<file path="src/rtl/uart_rx_led_timer.sv">
// ============================================================================
// uart_rx_led_timer : UART receive activity LED with per-mode hold timer,
//                     last-byte latch, saturating byte count, mode-change flag
// Revision 1.0
// ============================================================================
`default_nettype none

module uart_rx_led_timer #(
    parameter int CLKS_PER_UNIT = 2500000,
    parameter int SEL_W         = 2,
    parameter int CNT_W         = 16,
    parameter int RETRIGGER     = 1
) (
    input  logic                  i_Clock,
    input  logic                  i_Rst_n,
    input  logic                  i_Rx_DV,
    input  logic [7:0]            i_Rx_Byte,
    input  logic [SEL_W-1:0]      i_baud_select,
    output logic [2**SEL_W-1:0]   o_led,
    output logic                  o_active,
    output logic [CNT_W-1:0]      o_byte_count,
    output logic [7:0]            o_last_byte,
    output logic                  o_mode_change
);

    localparam int NUM_MODES = 2**SEL_W;
    localparam int TIMER_W   = $clog2(NUM_MODES*CLKS_PER_UNIT+1);

    localparam logic [0:0] IDLE = 1'b0;
    localparam logic [0:0] HOLD = 1'b1;

    logic [0:0]           state, state_nx;
    logic [TIMER_W-1:0]   timer, timer_nx;
    logic [SEL_W-1:0]     sel_q, sel_nx;
    logic [NUM_MODES-1:0] led_nx, led_onehot;
    logic [CNT_W-1:0]     count_nx;
    logic [7:0]           last_nx;
    logic                 mc_nx, active_nx;
    logic                 mode_chg, accept;
    logic [TIMER_W-1:0]   hold_load;

    assign mode_chg  = (i_baud_select != sel_q);
    assign accept    = i_Rx_DV & ~mode_chg;
    // HOLD(m)-1 = (m+1)*CLKS_PER_UNIT-1, loaded so the LED stays lit HOLD(m) cycles
    assign hold_load = TIMER_W'((32'(sel_q) + 32'd1) * 32'(CLKS_PER_UNIT) - 32'd1);

    always_comb begin
        led_onehot        = '0;
        led_onehot[sel_q] = 1'b1;
    end

    // State and output registers
    always_ff @(posedge i_Clock) begin
        if (!i_Rst_n) begin
            state         <= IDLE;
            timer         <= '0;
            sel_q         <= i_baud_select;
            o_led         <= '0;
            o_active      <= 1'b0;
            o_byte_count  <= '0;
            o_last_byte   <= '0;
            o_mode_change <= 1'b0;
        end else begin
            state         <= state_nx;
            timer         <= timer_nx;
            sel_q         <= sel_nx;
            o_led         <= led_nx;
            o_active      <= active_nx;
            o_byte_count  <= count_nx;
            o_last_byte   <= last_nx;
            o_mode_change <= mc_nx;
        end
    end

    // Next-state logic
    always_comb begin
        state_nx = state;
        if (mode_chg) begin
            state_nx = IDLE;
        end else begin
            case (state)
                IDLE:    if (accept) state_nx = HOLD;
                HOLD:    if (timer == '0 && !accept) state_nx = IDLE;
                default: state_nx = IDLE;
            endcase
        end
    end

    // Output / datapath next values
    always_comb begin
        timer_nx  = timer;
        sel_nx    = sel_q;
        led_nx    = o_led;
        count_nx  = o_byte_count;
        last_nx   = o_last_byte;
        mc_nx     = 1'b0;
        active_nx = (state_nx == HOLD);

        if (mode_chg) begin
            sel_nx   = i_baud_select;
            mc_nx    = 1'b1;
            led_nx   = '0;
            timer_nx = '0;
            count_nx = '0;
        end else begin
            if (accept) begin
                last_nx  = i_Rx_Byte;
                count_nx = (&o_byte_count) ? o_byte_count : o_byte_count + CNT_W'(1);
            end
            case (state)
                IDLE: begin
                    if (accept) begin
                        timer_nx = hold_load;
                        led_nx   = led_onehot;
                    end
                end
                HOLD: begin
                    // A byte landing on the expiry cycle restarts the hold regardless of RETRIGGER
                    if (timer == '0) begin
                        if (accept) begin
                            timer_nx = hold_load;
                            led_nx   = led_onehot;
                        end else begin
                            led_nx   = '0;
                        end
                    end else if (accept && (RETRIGGER != 0)) begin
                        timer_nx = hold_load;
                    end else begin
                        timer_nx = timer - TIMER_W'(1);
                    end
                end
                default: begin
                    led_nx   = '0;
                    timer_nx = '0;
                end
            endcase
        end
    end

endmodule

`default_nettype wire

</file>
<file path="config.mk">
export PLATFORM = sky130hd
export DESIGN_NAME = uart_rx_led_timer
export DESIGN_NICKNAME = d
export VERILOG_FILES = /design/src/rtl/uart_rx_led_timer.sv
export SDC_FILE = /design/constraint.sdc
export NUM_CORES = 1
export LEC_CHECK = 0
export ABC_AREA = 1
export CORE_MARGIN = 2
export CORE_UTILIZATION = 60
export DETAILED_ROUTE_END_ITERATION = 10
export DONT_BUFFER_PORTS = 1
export HOLD_SLACK_MARGIN = 0.12
export PLACE_DENSITY = 0.76
export SYNTH_ARGS = -nofsm -noshare
export SYNTH_HDL_FRONTEND = slang
export SYNTH_SLANG_ARGS = --single-unit
</file>
<file path="constraint.sdc">
create_clock -name i_Clock -period 4.96 [get_ports i_Clock]
set_clock_uncertainty 0.15 [all_clocks]
set_input_delay 0.992 -clock i_Clock [delete_from_list [all_inputs] [get_ports i_Clock]]
set_output_delay 0.992 -clock i_Clock [all_outputs]
set_load 0.05 [all_outputs]
</file>
==> impl_metrics.yaml <==
outcome:
  outcome: "finished, final reports clean"
logic_synthesis:
  yosysSeqAreaShare_pct: 33.1
  synth_common_cells: "nand2_1 (104), nor2_1 (71), inv_1 (70)"
  synth_area_um2: 3450
  synth_area_leader_cell: "dfxtp_1"
  syn_area_per_cell_um2: 6.63
  synth_flop_cell: "dfxtp_1"
  yosysMostFrequentCell: "nand2_1"
  syn_inst: 520
  async_flop_share_pct: 0
  syn_nets: 545
  yosys.area.top_type_share_pct: 31.4
  yosys_warnings: 0
  synth_edf_count: 2
  ys_seq_elements: 56
  yosysUniqueCellTypes: 33
  synthTopCellsByArea: "dfxtp_1 (31%), nand2_1 (11%), nor2_1 (7.7%)"
sta:
  clock.fmax_mhz: 341
  maxSlewViolCount: 0
  tightest_slew_ns: 1.12
  finalSetupViolCount: 0
  fin_crit_sh_pct: 59.2
  finalCriticalPeriod_ns: 2.93
  hold_viol: 0
  finalSetupTns_ns: 0
  rsz0062_at_grt: "false"
  timing.slew.headroom_pct: 25.0
floorplan:
  die_h_um: 79.8
  die_area_um2: 6370
  core_area_um2: 5540
  initial_utilization_pct: 62.2
  fp.dieW_um: 79.8
  pin_count: 43
  fp-row-count: 27
setup_path:
  r2r-start: "sel_q[0]"
  cp.arrival_ns: 3.05
  start_kind: "input port"
  cp_top_family: "buffers and inverters"
  path_depth: 7
  crit_chain: "xnor2_1 -> nand2_2 -> nor2_2 -> inv_1 -> a21oi_1 -> o21ai_0 -> inv_1"
  ff2ff_path_depth: 7
  cp_slowest_cell: "inv_1"
  r2r_slack_ns: 2.04
  crit_fanout: 33
  setup.worst_path.class: "input port to flip-flop"
  critical_path.endpoint_type: "flip-flop"
  crit_buf_inv: 2
  crit_start: "i_baud_select[1]"
  crit_path_end: "timer[13]"
  path_common_cell: "inv_1"
  max_stage_delay_ns: 0.70
  required_ns: 5.08
  regToRegEndpoint: "timer[13]"
clock_network:
  cts.clk_slew.worst_paths_ns: 0.11
  clk_path_buf_depth: 2
  cts_resized: 0
  postCtsSetupBuffers: 0
  cts.htree.levels: 2
  postCtsHoldBufs: 0
  cts_inserted_buffers: 5
  insertion_delay_ns: 0.31
  cts_tree: "built"
  root_buffer: "clkbuf_8"
  clock-sinks: 56
pwr:
  pwr-share-clk_pct: 28.4
  power.switching_w: 0.000358
  p_int_w: 0.000686
  powerDensity_nw_per_um2: 296
  irDropWorstVdd_mv: 0.190
  seqPwrFrac_pct: 48.7
  sw_frac_of_total_pct: 34.3
  power.leakage_nw: 1.57
  combPwrFrac_pct: 22.9
global_route:
  grt_pass1_vias: 2994
  grt_max_degree: 37
  grt_usage_pct: 26.4
  grt_pass1_wl_um: 13600
  grt-ovfl-total: 0
  antenna_found_initial: 0
routing:
  dr.pass1.iters: 8
  detail-route-antenna-nets: 0
  drc: 0
  drt_iter0_markers: 325
  num_vias: 3271
  drt-total-wl_um: 8090
  vias_per_cell: 5.62
  wl_per_cell_um: 13.9
cells_and_area:
  layout.nets: 535
  postLayoutCellArea_um2: 3530
  synthToLayoutAreaGrowth_pct: 2.36
  diodes: 0
  drive_gt1_share_pct: 4.31
placement:
  gp_congestion: 0.897
  portBuffers: 0
  dpl.hpwl_um: 5740
  placed_cell_area_um2: 3430
hold_path:
  hold_path_class: "flip-flop to flip-flop"
  whs_path_depth: 2
run:
  max_cap_violations: 0
==> metal layers <==
layer	track usage (%)	routed length [µm]	vias to the layer above
met5	0	0	-
met2	42.1	3670	124
li1	-	-	1663
met3	4.41	602	10
met4	5.59	83	0
met1	37.7	3740	1474
==> per-stage QoR <==
stage / setup slack (ns) / total power (W) / hold WS, ns / utilization (%) / instances
finish: 2.03 / 0.00104 / 0.394 / 63.7 / 582
global route: 1.80 / 0.00109 / 0.434 / 63.7 / 582
CTS: 2.03 / 0.00105 / 0.382 / 63.7 / 582
detailed placement: 1.71 / 0.000753 / 0.365 / 61.8 / 575
global placement: 1.79 / 0.000746 / 0.355 / 61.8 / 575
floorplan: 2.68 / 0.000708 / 0.330 / - / 520
==> cell type report <==
type	instances	area (µm²)
fill	529	2010
multi-input combinational	373	1910
sequential	56	1140
inverter	73	277
tap	72	90.1
clock buffer	6	72.6
clock inverter	1	30.0
timing repair buffer	1	7.51
==> power by group through the flow <==
stage	Combinational [W]	Sequential, W	Clock (W)
global route	0.000267	0.000510	0.000314
detailed placement	0.000234	0.000519	0
finish	0.000239	0.000508	0.000296
CTS	0.000235	0.000508	0.000302
global placement	0.000228	0.000518	0
floorplan	0.000195	0.000513	0
==> cells by family (layout without fill, tap and decap cells) <==
kind of cell	after synthesis	count (layout)	share of synthesized area, %
simple gates	264	264	33.8
xor+xnor	17	17	4.86
flops	56	56	33.1
buf+inv	91	81	11.5
fa+ha+maj	12	12	4.36
compound gates	80	80	12.4
==> layout by cell type, fill, tap and decap left out, types with 3 or more instances in the layout <==
cell type  instances
a21oi_1           38
ha_1              12
nand3_1           43
clkbuf_8           5
o21bai_1           3
xor2_1             9
o21ai_0           31
inv_1             70
nand4_1           20
nand2_1          104
nor2_1            71
xnor2_1            7
a31oi_1            3
nor3_1            14
dfxtp_1           54
o21ai_1            3
==> sequential cells by signal (all words and copies together) (netlist names) <==
name / flops
o_led: 4
sel_q: 2
state: 1
timer: 24
o_mode_change: 1
o_last_byte: 8
o_byte_count: 16
==> worst min path at each step <==
| stage | startpoint | endpoint |
|---|---|---|
| after floorplan | timer[4] | timer[4] |
| after global placement | timer[4] | timer[4] |
| after detailed placement | timer[4] | timer[4] |
| after CTS | timer[4] | timer[4] |
| after global routing | timer[4] | timer[4] |
| final | timer[4] | timer[4] |
==> worst min-delay path: cells and delay by family (launching register included) <==
family	cells	cell delay, ns
simple gates	1	0.08
flops	1	0.36
compound gates	1	0.06
No activity file was read; power rests on OpenSTA's default activity.
==> RTL edit 1 (same flow settings) <==
`HOLD`: 1'b1 -> 1'b0.
--- a/src/rtl/uart_rx_led_timer.sv
+++ b/src/rtl/uart_rx_led_timer.sv
@@ -27,7 +27,7 @@
     localparam int TIMER_W   = $clog2(NUM_MODES*CLKS_PER_UNIT+1);
 
     localparam logic [0:0] IDLE = 1'b0;
-    localparam logic [0:0] HOLD = 1'b1;
+    localparam logic [0:0] HOLD = 1'b0;
 
     logic [0:0]           state, state_nx;
     logic [TIMER_W-1:0]   timer, timer_nx;
Function: changed (Yosys sat finds a counterexample within 4 cycles, from zero or initial values and one cycle with i_Rst_n low).
==> RTL edit 1 against the unedited design <==
Synthesized area fell by 56%. Utilization rose by 0.61 points. Cell area fell by 56%. Sequential share of layout area rose by 9.9 points. Combinational power fell by 88%. Sequential cell count fell by 24. Total power fell by 54%. Setup slack improved by 520 ps. Wire length fell by 63%. Cell count fell by 58%. Critical path type is now reg -> reg. Largest cell class unchanged. Highest routed layer unchanged.
==> RTL edit 1: results (changes against the unedited design) <==
Run status
  • Status: completed

Finish
  • Multi-input gate area: 729 sq um (-62%)
  • Top flop regs: o_byte_count: 16 flops, o_last_byte: 8 flops, o_led: 4 flops
  • Final nets: 228 (-57%)
  • Top reg by flops: o_byte_count
  • Number of fill cells: 228 (-57%)
  • N_diodes: 0 (unchanged)
  • Layout cell share with drive strength beyond 1: 0.0791 (+0.0359)

Yosys
  • Dominant cells by area after synthesis: dfxtp_1 40%, nand2_1 16%, a21oi_1 8.0%
  • Register area share after synthesis: 0.440 (+0.109)
  • Syn. warnings: 0 (unchanged)
  • Number of flops mapped to enable cells by yosys: 2 (unchanged)
  • Synth top cells by count: 65 x nand2_1, 31 x nor2_1, 30 x dfxtp_1
  • Async SR Flop Fraction: 0 (unchanged)
  • Yosys cell types: 24 (-27%)

Clock network
  • H-Tree Depth: 2 (unchanged)
  • Clock tree buffer depth: 2 (unchanged)
  • # resized after CTS: 0 (unchanged)
  • CTS clock-pin slew for the worst setup and hold paths: 100 ps
  • Root buf cell: clkbuf_4
  • CTS Buf Count: 5 (unchanged)
  • Clk Latency, worst-skew pair: 330 ps (+20 ps)
  • Post-CTS setup buffers: 0 (unchanged)

Global routing
  • First-pass GRT wire length: 4330 um (-68%)
  • Total GRT Usage: 0.208 (-0.0563)
  • Initial antenna violation count: 0 (unchanged)
  • Vias in the first global route: 1,022 (-66%)
  • Largest net degree at the start of global routing: 22 (-41%)

Setup path
  • WP data arrival: 2520 ps (-530 ps)
  • Worst Path Max Fanout: 12 (-64%)

Power
  • Leakage power: 0.000584 uW (-63%)
  • Max VDD drop: 0.201 mV (+5.5%)

Placement
  • DP Wirelength: 2160 um (-62%)
  • Dpl ws: 2500 ps (+798 ps)
  • Area after DPL: 0.00150 sq mm (-56%)
  • PortBufs: 0 (unchanged)
  • RD Place Congestion: 0.888 (-1.0%)

Routing
  • Starting DRT DRC Count: 29 (-91%)
  • WL final: 2980 um (-63%)
  • Vias: 1,315 (-60%)
  • Drt pass-1 iters: 4 (-4)

Hold path
  • Hold Path Class: reg -> reg

STA
  • Rel. slew slack: 0.552 (+0.302)
RTL edit 1: metal layers:
layer  GRT usage  vias to the layer above  routed length (um)
met4      0.0625                        0                  35
li1            -                      681                   -
met1       0.244                      581                1280
met5           0                        -                   0
met3      0.0833                        4                 243
met2       0.348                       49                1420
RTL edit 1: cell type report:
| cell class | count | share of cell area |
|---|---|---|
| multi-input combinational | 157 | 0.466 |
| clock buffer | 8 | 0.0440 |
| inverter | 18 | 0.0432 |
| sequential | 32 | 0.422 |
| tap | 30 | 0.0240 |
RTL edit 1: logic make-up after synthesis:
kind of cell | synth area share
AND/OR/NAND/NOR | 0.348
flip-flops | 0.440
AO/OA/AOI/OAI | 0.0959
buffers and inverters | 0.0734
XOR/XNOR | 0.0342
adder cells (fa/ha/maj) | 0.00834
RTL edit 1: final timing paths:
| check | depth (start not counted) | endpoint | from | slack (ps) |
|---|---|---|---|---|
| setup / recovery | 7 | o_byte_count[2] | o_byte_count[0] | 2540 |
| hold reg to reg | 2 | o_led[3] | sel_q[1] | 500 |
| hold / removal | 2 | o_led[3] | sel_q[1] | 500 |
| setup reg to reg | 7 | o_byte_count[2] | o_byte_count[0] | 2540 |
RTL edit 1: worst max-delay path, cell delays in order, from the launching register on:
cell and delay, ps:
dfxtp_1 710, ha_1 300, nand3_1 140, nor2_2 270, nand2_1 290, nand2_1 250, nand2_1 70, a21oi_1 160
RTL edit 1: power by group:
part | switching, uW | internal, uW
sequential | 19.7 | 265
clock | 85.5 | 83.4
combinational | 20.3 | 7.87
total | 125 | 357
RTL edit 1: metrics by stage:
step,hold WS (ps),instances
3_5_place_dp,473,237
3_3_place_gp,458,237
2_1_floorplan,424,212
6_report,500,245
5_1_grt,520,245
4_1_cts,496,245
==> RTL edit 2 (same settings) <==
Without the edit above. Add an input register stage for `i_Rx_DV`, `i_Rx_Byte` and `i_baud_select`; this delays them by one clock.
--- a/src/rtl/uart_rx_led_timer.sv
+++ b/src/rtl/uart_rx_led_timer.sv
@@ -29,6 +29,16 @@
     localparam logic [0:0] IDLE = 1'b0;
     localparam logic [0:0] HOLD = 1'b1;
 
+    logic i_Rx_DV_q;
+    logic [7:0] i_Rx_Byte_q;
+    logic [SEL_W-1:0] i_baud_select_q;
+
+    always_ff @(posedge i_Clock) begin
+        i_Rx_DV_q       <= i_Rx_DV;
+        i_Rx_Byte_q     <= i_Rx_Byte;
+        i_baud_select_q <= i_baud_select;
+    end
+
     logic [0:0]           state, state_nx;
     logic [TIMER_W-1:0]   timer, timer_nx;
     logic [SEL_W-1:0]     sel_q, sel_nx;
@@ -39,8 +49,8 @@
     logic                 mode_chg, accept;
     logic [TIMER_W-1:0]   hold_load;
 
-    assign mode_chg  = (i_baud_select != sel_q);
-    assign accept    = i_Rx_DV & ~mode_chg;
+    assign mode_chg  = (i_baud_select_q != sel_q);
+    assign accept    = i_Rx_DV_q & ~mode_chg;
     // HOLD(m)-1 = (m+1)*CLKS_PER_UNIT-1, loaded so the LED stays lit HOLD(m) cycles
     assign hold_load = TIMER_W'((32'(sel_q) + 32'd1) * 32'(CLKS_PER_UNIT) - 32'd1);
 
@@ -54,7 +64,7 @@
         if (!i_Rst_n) begin
             state         <= IDLE;
             timer         <= '0;
-            sel_q         <= i_baud_select;
+            sel_q         <= i_baud_select_q;
             o_led         <= '0;
             o_active      <= 1'b0;
             o_byte_count  <= '0;
@@ -97,14 +107,14 @@
         active_nx = (state_nx == HOLD);
 
         if (mode_chg) begin
-            sel_nx   = i_baud_select;
+            sel_nx   = i_baud_select_q;
             mc_nx    = 1'b1;
             led_nx   = '0;
             timer_nx = '0;
             count_nx = '0;
         end else begin
             if (accept) begin
-                last_nx  = i_Rx_Byte;
+                last_nx  = i_Rx_Byte_q;
                 count_nx = (&o_byte_count) ? o_byte_count : o_byte_count + CNT_W'(1);
             end
             case (state)
Function: changed (Yosys sat finds a counterexample within 4 cycles, from zero or initial values and one cycle with i_Rst_n low).
==> RTL edit 2 against the unedited design <==
Total power rose by 27%. Setup slack improved by 220 ps. Wire length rose by 2.0%. Critical path depth rose by 2. Cell area rose by 9.7%. Synthesized area rose by 6.6%. Combinational power rose by 2%. Global-route usage fell by 0.68 points. Sequential cell count rose by 11. Critical path type is now reg -> reg. Critical endpoint is now o_byte_count[13].
==> RTL edit 2: results (changes against the unedited design) <==
Run status
  • Status: completed

Global routing
  • Vias in the first global route: 2,990 (-0.13%)
  • Met3 Use GR: 0.0630 (+0.0189)
  • Largest net degree at the start of global routing: 32 (-14%)
  • Met2 Use GR: 0.417 (-0.00407)
  • Total GRT Usage: 0.257 (-0.00679)
  • First-pass GRT wire length: 13,300 um (-1.8%)

Placement
  • DP Wirelength: 5810 um (+1.3%)
  • Inst Count DP: 608 (+5.7%)
  • Area after DPL: 0.00366 sq mm (+6.9%)
  • RD Place Congestion: 0.909 (+1.3%)

Power
  • Max VDD drop: 0.261 mV (+37%)
  • Leakage power: 0.00176 uW (+12%)
  • Seq. pwr: 600 uW (+18%)
  • Clk power: 482 uW (+63%)
  • Switch Pwr: 450 uW (+26%)

Setup path
  • R2r worst-path depth: 9 (+2)
  • WP data arrival: 2770 ps (-280 ps)
  • Critical path type: reg -> reg
  • Worst Path Max Fanout: 20 (-39%)
  • R2r setup slk: 2250 ps (+210 ps)
  • Family with the most delay on the worst path: simple AND/OR/NAND/NOR gates
  • Max stage delay on crit path: 570 ps (-130 ps)
  • Critical path's slowest cell: edfxtp_1
  • CP endpoint: o_byte_count[13]

Routing
  • Met2 routed WL: 3840 um (+4.7%)
  • Met1 Wirelength: 3600 um (-3.7%)
  • Wire length per cell: 13.2 um (-4.9%)
  • Met3 WL: 531 um (-12%)
  • Drt pass-1 iters: 4 (-4)
  • Vias per inst: 5.40 (-3.9%)
  • Starting DRT DRC Count: 222 (-32%)

Yosys
  • Mean post-synth cell area: 6.70 sq um (+1.1%)
  • Register area share after synthesis: 0.371 (+0.0395)
  • Dominant cells by area after synthesis: dfxtp_1 35%, nand2_1 12%, nor2_1 8.5%
  • Compound-Gate Fraction of Synth Area: 0.101 (-0.0226)
  • Synth top cells by count: 113 x nand2_1, 83 x nor2_1, 80 x inv_1
  • Synth Area in Adders: 0.0409 (-0.00269)
  • Synth Area in XOR/XNOR: 0.0307 (-0.0180)
  • Yosys cell types: 32 (-3.0%)

Clock network
  • CTS Buf Count: 9 (+4)
  • CTS clock-pin slew for the worst setup and hold paths: 80 ps (-30 ps)
  • H-Tree Depth: 3 (+1)
  • Clk Latency, worst-skew pair: 360 ps (+50 ps)
  • Clock tree buffer depth: 2 (unchanged)

Finish
  • Number of fill cells: 523 (-1.1%)
  • Multi-input gate area: 0.00187 sq mm (-2.1%)
  • Top flop regs: timer: 24 flops, o_byte_count: 16 flops
  • Layout cell share with drive strength beyond 1: 0.0656 (+0.0224)
  • Fin cells: 624 (+7.2%)
  • Final nets: 569 (+6.4%)

STA
  • Slew @ Worst Pin: 887 ps (-237 ps)
RTL edit 2: changes by cell type after synthesis, moves of 3 or more:
cell,before,now
a21oi_1,38,35
clkbuf_1,6,3
dfxtp_1,54,65
inv_1,70,80
nand2_1,104,113
nand3_1,43,50
nand4_1,20,12
nor2_1,71,83
nor2_2,2,6
nor2_4,0,3
nor3_1,14,10
o21ai_0,31,34
xor2_1,9,5
RTL edit 2: worst register-to-register path: cells and delay by family, from the launching register on:
kind	cells	cell delay [ps]
and+or+nand+nor	6	970
buffers and inverters	2	650
DFF	1	570
xor gates and xnor gates	1	230
RTL edit 2: cell families after synthesis:
group | after synthesis
flops | 67
compound gates | 73
buf+inv | 101
simple gates | 283
xor+xnor | 12
fa+ha+maj | 12
RTL edit 2: how the worst min path moves through the flow:
stage                     endpoint  cells past startpoint  slack, ps                from
finish              o_last_byte[1]                      2        310      i_Rx_Byte_q[1]
global route              sel_q[1]                      0        340  i_baud_select_q[1]
CTS                 o_last_byte[1]                      2        310      i_Rx_Byte_q[1]
detailed placement  o_last_byte[1]                      2        290      i_Rx_Byte_q[1]
global placement    o_last_byte[7]                      2        290      i_Rx_Byte_q[7]
floorplan                 sel_q[1]                      0        280  i_baud_select_q[1]
RTL edit 2: final cells by class:
type,instances,share of cell area
Clock buffer,9,0.0320
Clock inverter,7,0.0217
Inverter,83,0.0812
Multi-Input combinational cell,380,0.483
Sequential cell,67,0.352
Tap cell,75,0.0242
Timing Repair Buffer,3,0.00582
RTL edit 2: through the flow:
stage               total power [uW]  setup slack (ps)  hold WS [ps]
finish                          1320              2250           309
global route                    1380              2020           337
CTS                             1330              2270           312
detailed placement               852              2290           288
global placement                 847              2380           286
floorplan                        807              2650           279
